<file path="src/rtl/uart_rx.sv">
// 16x-oversampling UART receiver feeding a first-word-fall-through byte FIFO.
// Define UART_RX_PARITY_EN to add an even-parity bit and the sticky parity_err output.
module uart_rx #(
    parameter int FIFO_DEPTH = 16
) (
    input  logic       clk,
    input  logic       reset,
    input  logic       rx_bit,
    input  logic [7:0] freq_divider,
    input  logic       pop,
    input  logic       clr_err,
    output logic [7:0] data_out,
    output logic       empty,
    output logic       full,
    output logic       frame_err,
    output logic       overrun,
`ifdef UART_RX_PARITY_EN
    output logic       parity_err,
`endif
    output logic [2:0] dbg_state_o
);

    localparam int AW = (FIFO_DEPTH > 1) ? $clog2(FIFO_DEPTH) : 1;
    localparam logic [AW:0] FULL_CNT = (AW + 1)'(FIFO_DEPTH);

`ifdef UART_RX_PARITY_EN
    typedef enum logic [2:0] {IDLE = 3'd0, START = 3'd1, DATA = 3'd2, PARITY = 3'd3,
                              STOP = 3'd4, WAIT_HIGH = 3'd5} state_e;
`else
    typedef enum logic [2:0] {IDLE = 3'd0, START = 3'd1, DATA = 3'd2,
                              STOP = 3'd4, WAIT_HIGH = 3'd5} state_e;
`endif

    logic         sync1_q, sync2_q;
    logic [7:0]   presc_q, div_q;
    logic         tick;
    state_e       state_q, state_d;
    logic [3:0]   cnt_q, cnt_d;
    logic [2:0]   idx_q, idx_d;
    logic [7:0]   data_q, data_d;
    logic         push_req, frame_set;
    logic         frame_err_q, overrun_q;
    logic [AW-1:0] wr_ptr_q, rd_ptr_q;
    logic [AW:0]  count_q;
    logic [7:0]   mem_q [FIFO_DEPTH];
    logic         do_push, do_pop, is_full;
`ifdef UART_RX_PARITY_EN
    logic         par_bad_q, par_bad_d, parity_set, parity_err_q;
`endif

    // The divider is latched at each reload so a mid-count change cannot overshoot.
    assign tick = (presc_q == div_q);

    always_ff @(posedge clk) begin
        if (reset) begin
            sync1_q <= 1'b1;
            sync2_q <= 1'b1;
            presc_q <= 8'd0;
            div_q   <= 8'd0;
            state_q <= IDLE;
            cnt_q   <= 4'd0;
            idx_q   <= 3'd0;
            data_q  <= 8'd0;
        end else begin
            sync1_q <= rx_bit;
            sync2_q <= sync1_q;
            presc_q <= tick ? 8'd0 : presc_q + 8'd1;
            if (tick) div_q <= freq_divider;
            state_q <= state_d;
            cnt_q   <= cnt_d;
            idx_q   <= idx_d;
            data_q  <= data_d;
        end
    end

    always_comb begin
        state_d   = state_q;
        cnt_d     = cnt_q;
        idx_d     = idx_q;
        data_d    = data_q;
        push_req  = 1'b0;
        frame_set = 1'b0;
`ifdef UART_RX_PARITY_EN
        par_bad_d  = par_bad_q;
        parity_set = 1'b0;
`endif
        if (tick) begin
            case (state_q)
                IDLE: if (!sync2_q) begin
                    state_d = START;
                    cnt_d   = 4'd0;
`ifdef UART_RX_PARITY_EN
                    par_bad_d = 1'b0;
`endif
                end
                // Mid-start-bit check: a high line here was a glitch.
                START: if (cnt_q == 4'd7) begin
                    if (!sync2_q) begin
                        state_d = DATA;
                        cnt_d   = 4'd0;
                        idx_d   = 3'd0;
                    end else begin
                        state_d = IDLE;
                    end
                end else begin
                    cnt_d = cnt_q + 4'd1;
                end
                DATA: if (cnt_q == 4'd15) begin
                    data_d[idx_q] = sync2_q;
                    cnt_d = 4'd0;
                    idx_d = idx_q + 3'd1;
`ifdef UART_RX_PARITY_EN
                    if (idx_q == 3'd7) state_d = PARITY;
`else
                    if (idx_q == 3'd7) state_d = STOP;
`endif
                end else begin
                    cnt_d = cnt_q + 4'd1;
                end
`ifdef UART_RX_PARITY_EN
                PARITY: if (cnt_q == 4'd15) begin
                    cnt_d   = 4'd0;
                    state_d = STOP;
                    if (sync2_q != ^data_q) begin
                        parity_set = 1'b1;
                        par_bad_d  = 1'b1;
                    end
                end else begin
                    cnt_d = cnt_q + 4'd1;
                end
`endif
                STOP: if (cnt_q == 4'd15) begin
                    cnt_d = 4'd0;
                    if (sync2_q) begin
`ifdef UART_RX_PARITY_EN
                        push_req = !par_bad_q;
`else
                        push_req = 1'b1;
`endif
                        state_d = IDLE;
                    end else begin
                        frame_set = 1'b1;
                        state_d   = WAIT_HIGH;
                    end
                end else begin
                    cnt_d = cnt_q + 4'd1;
                end
                WAIT_HIGH: if (sync2_q) state_d = IDLE;
                default: state_d = IDLE;
            endcase
        end
    end

    assign is_full = (count_q == FULL_CNT);
    assign do_pop  = pop && (count_q != '0);
    // A full FIFO still accepts a byte when the head leaves in the same cycle.
    assign do_push = push_req && (!is_full || do_pop);

    always_ff @(posedge clk) begin
        if (reset) begin
            wr_ptr_q    <= '0;
            rd_ptr_q    <= '0;
            count_q     <= '0;
            frame_err_q <= 1'b0;
            overrun_q   <= 1'b0;
        end else begin
            if (do_push) wr_ptr_q <= wr_ptr_q + 1'b1;
            if (do_pop)  rd_ptr_q <= rd_ptr_q + 1'b1;
            if (do_push && !do_pop)      count_q <= count_q + 1'b1;
            else if (!do_push && do_pop) count_q <= count_q - 1'b1;
            frame_err_q <= (frame_err_q && !clr_err) || frame_set;
            overrun_q   <= (overrun_q && !clr_err) || (push_req && !do_push);
        end
    end

    always_ff @(posedge clk) begin
        if (do_push) mem_q[wr_ptr_q] <= data_q;
    end

`ifdef UART_RX_PARITY_EN
    always_ff @(posedge clk) begin
        if (reset) begin
            par_bad_q    <= 1'b0;
            parity_err_q <= 1'b0;
        end else begin
            par_bad_q    <= par_bad_d;
            parity_err_q <= (parity_err_q && !clr_err) || parity_set;
        end
    end
    assign parity_err = parity_err_q;
`endif

    assign empty       = (count_q == '0);
    assign full        = is_full;
    assign data_out    = empty ? 8'h00 : mem_q[rd_ptr_q];
    assign frame_err   = frame_err_q;
    assign overrun     = overrun_q;
    assign dbg_state_o = state_q;

endmodule
</file>
<file path="config.mk">
export PLATFORM = sky130hd
export DESIGN_NAME = uart_rx
export DESIGN_NICKNAME = d
export VERILOG_FILES = /design/src/rtl/uart_rx.sv
export SDC_FILE = /design/constraint.sdc
export NUM_CORES = 1
export LEC_CHECK = 0
export ABC_AREA = 1
export CAP_MARGIN = 20
export CORE_MARGIN = 3
export CORE_UTILIZATION = 35
export CTS_BUF_LIST = sky130_fd_sc_hd__clkbuf_8
export CTS_CLUSTER_SIZE = 28
export DETAILED_ROUTE_END_ITERATION = 12
export PLACE_DENSITY = 0.62
export SLEW_MARGIN = 10
export SYNTH_ARGS = -nofsm -noshare
export SYNTH_HDL_FRONTEND = slang
export SYNTH_SLANG_ARGS = --single-unit
</file>
<file path="constraint.sdc">
create_clock -name clk -period 4.3 [get_ports clk]
set_clock_uncertainty 0.1 [all_clocks]
set_input_delay 0.86 -clock clk [delete_from_list [all_inputs] [get_ports clk]]
set_output_delay 0.86 -clock clk [all_outputs]
set_load 0.005 [all_outputs]
</file>
Word-level counts from Yosys, hierarchy flattened
Memories as Yosys holds them, arrays and structs flattened. A register that Yosys moved wholly into a read port is not among the register bits.
Cells that the tools add are included.

operators by class
  $add $sub $neg = 7
  $mul = 0
  div/mod/pow operators = 0
  order comparisons = 2
  eq/ne operators = 16
  shifts and indexed selects = 0
  mux-type cells = 35
  bitwise gates (word level) = 0
  reductions and logical operators = 27

operator list
  operator                                          count
  two-way mux 3 bit                                 10
  two-way mux 4 bit                                 5
  case mux 3 bit (5 select lines)                   1
  != test 2 bit, second input constant              7
  adder 4 x 1 -> 4 bit, second input constant       3
  case mux 4 bit (3 select lines)                   1
  two-way mux 1 bit                                 11
  two-way mux 5 bit                                 2
  == test 3 bit, second input constant              3
  adder 8 x 1 -> 8 bit, second input constant       1
  bitwise mux 8 bit                                 1
  == test 8 bit                                     1
  logical AND 1 bit                                 8
  two-way mux 8 bit                                 1
  AND reduction 7 bit                               1
  case mux 3 bit (2 select lines)                   1
  adder 5 x 1 -> 5 bit, second input constant       1
  == test 5 bit, second input constant              1
  logical NOT 5 bit                                 1
  AND reduction 5 bit                               1
  nonzero test 5 bit                                1
  subtractor 5 x 1 -> 5 bit, second input constant  1
  == test 4 x 3 -> 1 bit, second input constant     1
  == test 4 bit, second input constant              1
  other kinds (15)                                  22

word-level totals
  register bits after elaboration = 51
  bits in latches = 0
  bits in writable memories = 128
  ROM bits = 0
  bits of input ports = 13
  output and inout bits = 15
  logic and storage cells = 101
  memories kept = 1

memories
  memory  words  bits a word  read ports  clocked after Yosys merged registers in  wr ports  line  text
  mem_q   16     8            1           1                                        1         45    logic [7:0] mem_q [FIFO_DEPTH];

Depth between registers and ports, before layout
  depth after elaboration = 9
  depth in mapped cells = 19
  depth with buffers taken out = 19

Worst setup path after synthesis
Ideal clock, no wire load.

  kind = flip-flop to flip-flop
  start point = reg cnt_q[0]
  end point = reg count_q[4]
  data arrival time = 2.652 ns
  setup slack = 1.436 ns
  cell stages (with the launch flop) = 18
  path buffers = 0
  path through = dfxtp_1 > ha_1 > nand2_2 > nor2_4 > inv_2 > nor3_4 > nand2_2 > nor2_8 > ha_1 > inv_1 > fa_1 > a21o_1 > a21oi_1 > nor2_1 > nor2_1 > nand2_1 > nor2_1 > nor2_1

between the ends
  cells in the longest elaborated chain, start to end = 8
  elaborated cells on any way between the ends = 10
  classes of those cells = eq/ne: 1; mux: 4; reduce/logical: 5

RTL lines
  element                              line  text
  start: declaration                   38    logic [3:0] cnt_q, cnt_d;
  start signal: assignment             70    cnt_q <= cnt_d;
  == test 4 bit (*)                    132   STOP: if (cnt_q == 4'd15) begin
  two-way mux 1 bit (*)                132
  two-way mux 1 bit (*)                88    case (state_q)
  two-way mux 1 bit (*)                87    if (tick) begin
  logical AND 1 bit (*)                157   assign do_push = push_req && (!is_full || do_pop);
  net do_push                          46    logic do_push, do_pop, is_full;
  logical NOT 1 bit                    170   else if (!do_push && do_pop) count_q <= count_q - 1'b1;
  logical AND 1 bit                    170
  nonzero test 2 bit (no source line)  --
  end signal: assignment               169   if (do_push && !do_pop) count_q <= count_q + 1'b1;
  end signal: assignment               170
  end: declaration                     44    logic [AW:0] count_q;

The timed path passes the listed nets; every way through them passes the cells marked *.
A chain may end at the register's enable or synchronous reset.

==> flow_summary.toml <==
[drt]
routed-via-count = 5532
postRouteAntennaNets = 0
first_iter_violations = 423
wl_per_cell_um = 15.5
drc = 0
via_per_inst = 5.06
wl_um = 17000
drt_pass1_iterations = 5

[timing]
worst_pin_slew_ns = 1.00
slew_headroom = 0.328
fin_setup_tns_ns = 0
setup_viol = 0
rsz0062_at_grt = "false"
finalHoldViolations = 0
setup_ws_ns = 0.627
finalCritPeriodShare = 0.854
maxSlewViolCount = 0
fin_crit_ns = 3.67
timing.fmax_ghz = 0.272

[power_and_ir_drop]
p_per_area_mw_per_mm2 = 540
peakVddDrop_uv = 262
leakage_nw = 3.17

[logic_synthesis]
ys_warn_count = 0
yosys-top-cells-area = "edfxtp_1, dfxtp_1, nor2_1, nand2_1, o21bai_1"
ys_seq_elements = 183
synth_top_area_cell = "edfxtp_1"
synthDominantCellAreaShare = 0.483
synth_edf_count = 128
synth-main-ff-cell = "edfxtp_1"
synthesis.area_sq_mm = 0.00796
async_reset_ff_frac = 0
syn_avg_cell_area_sq_um = 10.2
synth.distinct_cells = 36
synth_cells = 780
yosysSeqAreaShare = 0.622
synth.net_count = 807

[worst_setup_path]
rrSetupSlack_ns = 1.07
crit_path_start_kind = "register"
worstPathRequired_ns = 3.34
end_kind = "output pin"
cp.arrival_ns = 2.71
critPathSlowestCell = "buf_4"
critical_path.max_fanout = 64
criticalPathCategory = "reg -> out"
worst_path_largest_cell_delay_ns = 0.53
path_cells = "buf_4 -> o21a_1 -> o21ai_0 -> o211ai_1 -> nand3_1 -> a21oi_1 -> clkdlybuf4s50_1"

[cells_and_area]
diodes = 0
fill_cells = 2134
area_delta_synth_final_pct = 12.1
fin_cells = 1093
drive_above_1_share = 0.0726
nets = 827

[clocking]
post_cts_buffers = 0
cts_hold_buf = 0
post_cts_resized = 0
insertion_delay_ns = 0.45
cts_buffers = 17
tritoncts = "done"
root_buffer = "clkbuf_8"
clk_path_buf_depth = 2
cts_sinks = 183
ctsHtreeMaxLevel = 4
clk_pin_slew_ns = 0.09

[global_routing]
gr-total-overflow = 0
grtUsageTotal = 0.141
grt_pass1_wl_um = 27100
grt_pass1_vias = 5063
grt_max_degree = 65
antenna_found_initial = 0

[min_path]
hold_class = "reg -> reg"

[placed_design]
dp_hpwl_um = 10600
dp.cells = 1061
globalplace.congestion = 0.786
pre_cts_slack_ns = 0.926
io_buffers = 27

[flow_run]
drv_cap = 0

[die]
core_area_sq_mm = 0.0221
fp-row-count = 54
ios = 28
initial_core_util = 0.360
die_area_sq_mm = 0.0246
fp.dieW_um = 157
fp.dieH_um = 157

[status]
status = "complete, no violations"
-- registers in the layout, summed over array words and instances, names as in the netlist, 3 cells and up, named ones only --
signal and flops:
idx_q 3, data_q 8, count_q 5, rd_ptr_q 4, wr_ptr_q 4, cnt_q 4, mem_q 128, dbg_state_o 3
presc_q 8, div_q 8
-- area by class of cell --
class	instances	area [sq um]	share of cell area
well taps	280	350	0.0393
multi-input cells	506	2670	0.299
inverters	59	221	0.0248
flip-flops and latches	183	4950	0.555
clock inverters	15	171	0.0192
repair buffers	33	328	0.0368
clock buffers	17	234	0.0262
-- worst paths after layout --
path,start,end,depth (start not counted)
worst max-delay path,register,data_out[0],7
worst max register to register,sync2_q,count_q[4],15
worst min register to register,sync1_q,sync2_q,1
worst min-delay path,sync1_q,sync2_q,1
-- metal layers --
layer  vias up  track usage  routed length [um]
li1       2759            -                   -
met1      2612        0.203                8270
met2       144        0.214                7510
met3        17       0.0288                 920
met4         0       0.0442                 250
met5         -            0                   0
-- synth_stat cells, types with 2 or more instances --
cell type,count
nor2_1,141
edfxtp_1,128
nand2_1,109
dfxtp_1,55
inv_1,50
o21ai_0,36
nand3_1,35
a21oi_1,34
o21bai_1,32
o221ai_1,24
clkbuf_1,23
o21ai_1,18
ha_1,13
nand4_1,11
o211ai_1,11
inv_2,9
o21a_1,8
buf_1,7
nor3_1,7
xor2_1,6
nor2_2,3
buf_2,2
nand2_2,2
nor2_4,2
nor3b_1,2
or2_2,2
-- placed cells by master, fill, tap and decap left out, drive strengths merged, types with 6 or more instances in the layout --
cell type        n
buf              6
xor2             6
nor3             9
o21a             8
o211ai          11
o21bai          32
ha              13
nand2          111
nor2           147
dfxtp           55
a21oi           35
clkdlybuf4s50   27
o221ai          24
nand4           11
edfxtp         128
inv             63
clkbuf          17
nand3           35
o21ai           54
-- critical path: cells and delay by family, from the launching register on --
kind,cells,cell delay [ns]
buffers and inverters,2,1.06
AND/OR/NAND/NOR,1,0.17
AO/OA/AOI/OAI,4,0.65
flip-flops,1,0.35
-- per-stage QoR --
stage / utilization / hold WS (ns) / total power [mW] / cell area (sq um)
2_1_floorplan: - / 0.289 / 3.17 / 7960
3_3_place_gp: 0.385 / 0.292 / 3.65 / 8510
3_5_place_dp: 0.385 / 0.293 / 3.67 / 8510
4_1_cts: 0.404 / 0.317 / 4.85 / 8920
5_1_grt: 0.404 / 0.351 / 5.13 / 8920
6_report: 0.404 / 0.315 / 4.81 / 8920
-- power breakdown --
group | switching [mW] | internal [mW] | total, mW | leakage [nW]
registers | 0.0897 | 1.96 | 2.05 | 1.70
clock network | 0.655 | 0.529 | 1.18 | 0.191
logic | 0.972 | 0.605 | 1.58 | 1.28
-- kinds of logic after synthesis --
family | Yosys count | synth area share
and+or+nand+nor | 319 | 0.171
DFF | 183 | 0.622
AOI/OAI and AO/OA | 166 | 0.134
buffers and inverters | 91 | 0.0433
adders and majority gates | 14 | 0.0230
xor gates and xnor gates | 7 | 0.00771
Power figures use the tool's default switching activity.
==> RTL edit (same flow settings) <==
Put one more register stage on the output `dbg_state_o`. The value now appears one clock later. The other outputs are not delayed to match.
--- a/src/rtl/uart_rx.sv
+++ b/src/rtl/uart_rx.sv
@@ -195,6 +195,8 @@
     assign data_out    = empty ? 8'h00 : mem_q[rd_ptr_q];
     assign frame_err   = frame_err_q;
     assign overrun     = overrun_q;
-    assign dbg_state_o = state_q;
+    always_ff @(posedge clk) begin
+        dbg_state_o <= state_q;
+    end
 
 endmodule
Formal check against the unedited RTL: not equivalent (a bounded check fails within 4 cycles, from zero or initial values and one cycle with reset high).
==> RTL edit against the original RTL <==
- largest power group unchanged
- sequential cell count increased by 3
- worst setup slack got worse by 0.13 ns
- area after synthesis rose by 0.85%
- wire length down 2.3%
- cell area grew 0.42%
- die area grew 0.82%
- largest cell class unchanged
- power down 2.2%
==> RTL edit: results (changes against the original RTL) <==
[yosys]
synthXorXnorAreaFrac = 0.00764  ; -0.0000649
synth.area.top_cells = edfxtp_1 48%, dfxtp_1 14%, nor2_1 6.1%
synth_fa_ha_area_frac = 0.0228  ; -0.000193
synthTopCellsByCount = 131 x nor2_1, 128 x edfxtp_1, 106 x nand2_1
yosys.area.top_type_share = 0.479  ; -0.00407
synth.net_count = 803  ; -0.50%
ys_seq_area_frac = 0.624  ; +0.00225

[power]
ir_drop_v = 0.000287  ; +9.6%
p_comb_w = 0.00154  ; -3%
leakage_nw = 3.20  ; +1.1%
power.switching_w = 0.00164  ; -4.5%

[place]
preCtsSetupSlack_ns = 0.867  ; -0.0590 ns
gp_congestion = 0.837  ; +6.5%
dpl-instance-area_sq_um = 8610  ; +1.1%
hpwl_microns = 10500  ; -1.2%

[hold_path]
min_path_cells = 0  ; -1

[drt]
num_vias = 5484  ; -0.87%
first_pass_iters = 4  ; -1
drt_iter0_drc = 364  ; -14%
routedWlPerCell_microns = 15.1  ; -2.4%

[outcome]
outcome = finished, final reports clean

[cells_and_area]
final.fill_count = 2163  ; +1.4%
drive_above_1_share = 0.0811  ; +0.00851

[sta]
relSlewSlack = 0.400  ; +0.0722

[setup_path]
max_stage_delay_ns = 0.80  ; +0.27 ns
timing.rr.start = presc_q[0]
cp_slowest_cell = dfxtp_2
reg2regPathDepth = 19  ; +4
ff2ff_setup_slack_ns = 1.17  ; +0.10 ns
crit_arrival_ns = 2.84  ; +0.13 ns

[global_routing]
grt_pass1_wl_microns = 27300  ; +0.69%
first_global_vias = 5210  ; +2.9%

[RTL edit: metal layers]
metal / share of wire / up-vias / wire, microns / GRT usage
met5: 0 / - / 0 / 0
met4: 0.0079 / 0 / 130 / 0.0364
met3: 0.040 / 11 / 655 / 0.0330
met2: 0.47 / 100 / 7700 / 0.223
met1: 0.49 / 2618 / 8070 / 0.196
li1: - / 2755 / - / -
[RTL edit: worst max-delay path, delay by kind of cell, from the launching register on]
family / cells / cell delay, ns
compound gates: 3 / 0.58
buf+inv: 3 / 0.83
flops: 1 / 0.80
simple gates: 1 / 0.15
[RTL edit: worst max path at each step]
stage          startpoint           to  slack [ns]  depth (start not counted)
5_1_grt         flip-flop  data_out[0]        0.33                          6
2_1_floorplan         pop   count_q[4]        1.51                         12
4_1_cts         flip-flop  data_out[5]        0.50                          6
6_report        flip-flop  data_out[0]        0.50                          7
3_3_place_gp          pop   count_q[4]        0.89                         14
3_5_place_dp          pop   count_q[4]        0.87                         14
[RTL edit: kinds of logic (layout without fill, tap and decap cells)]
family | after synthesis | count (layout)
AOI/OAI and AO/OA | 173 | 173
xor gates and xnor gates | 7 | 7
adders and majority gates | 14 | 14
buffers and inverters | 90 | 128
DFF | 186 | 186
and+or+nand+nor | 306 | 306
[RTL edit: through the flow]
stage               total power [W]  hold WS (ns)  cells  utilization
floorplan                   0.00322         0.276    776            -
global placement            0.00371         0.292   1062        0.388
detailed placement          0.00370         0.302   1062        0.388
CTS                         0.00474         0.316   1094        0.404
global route                0.00506         0.331   1094        0.404
finish                      0.00471         0.314   1094        0.404
[RTL edit: layout make-up]
cell class	instances	area [sq um]	share of cell area
clock buffers	17	234	0.0261
clock inverters	15	114	0.0127
inverters	59	221	0.0247
multi-input cells	500	2670	0.298
flip-flops and latches	186	5010	0.559
well taps	280	350	0.0391
repair buffers	37	358	0.0400
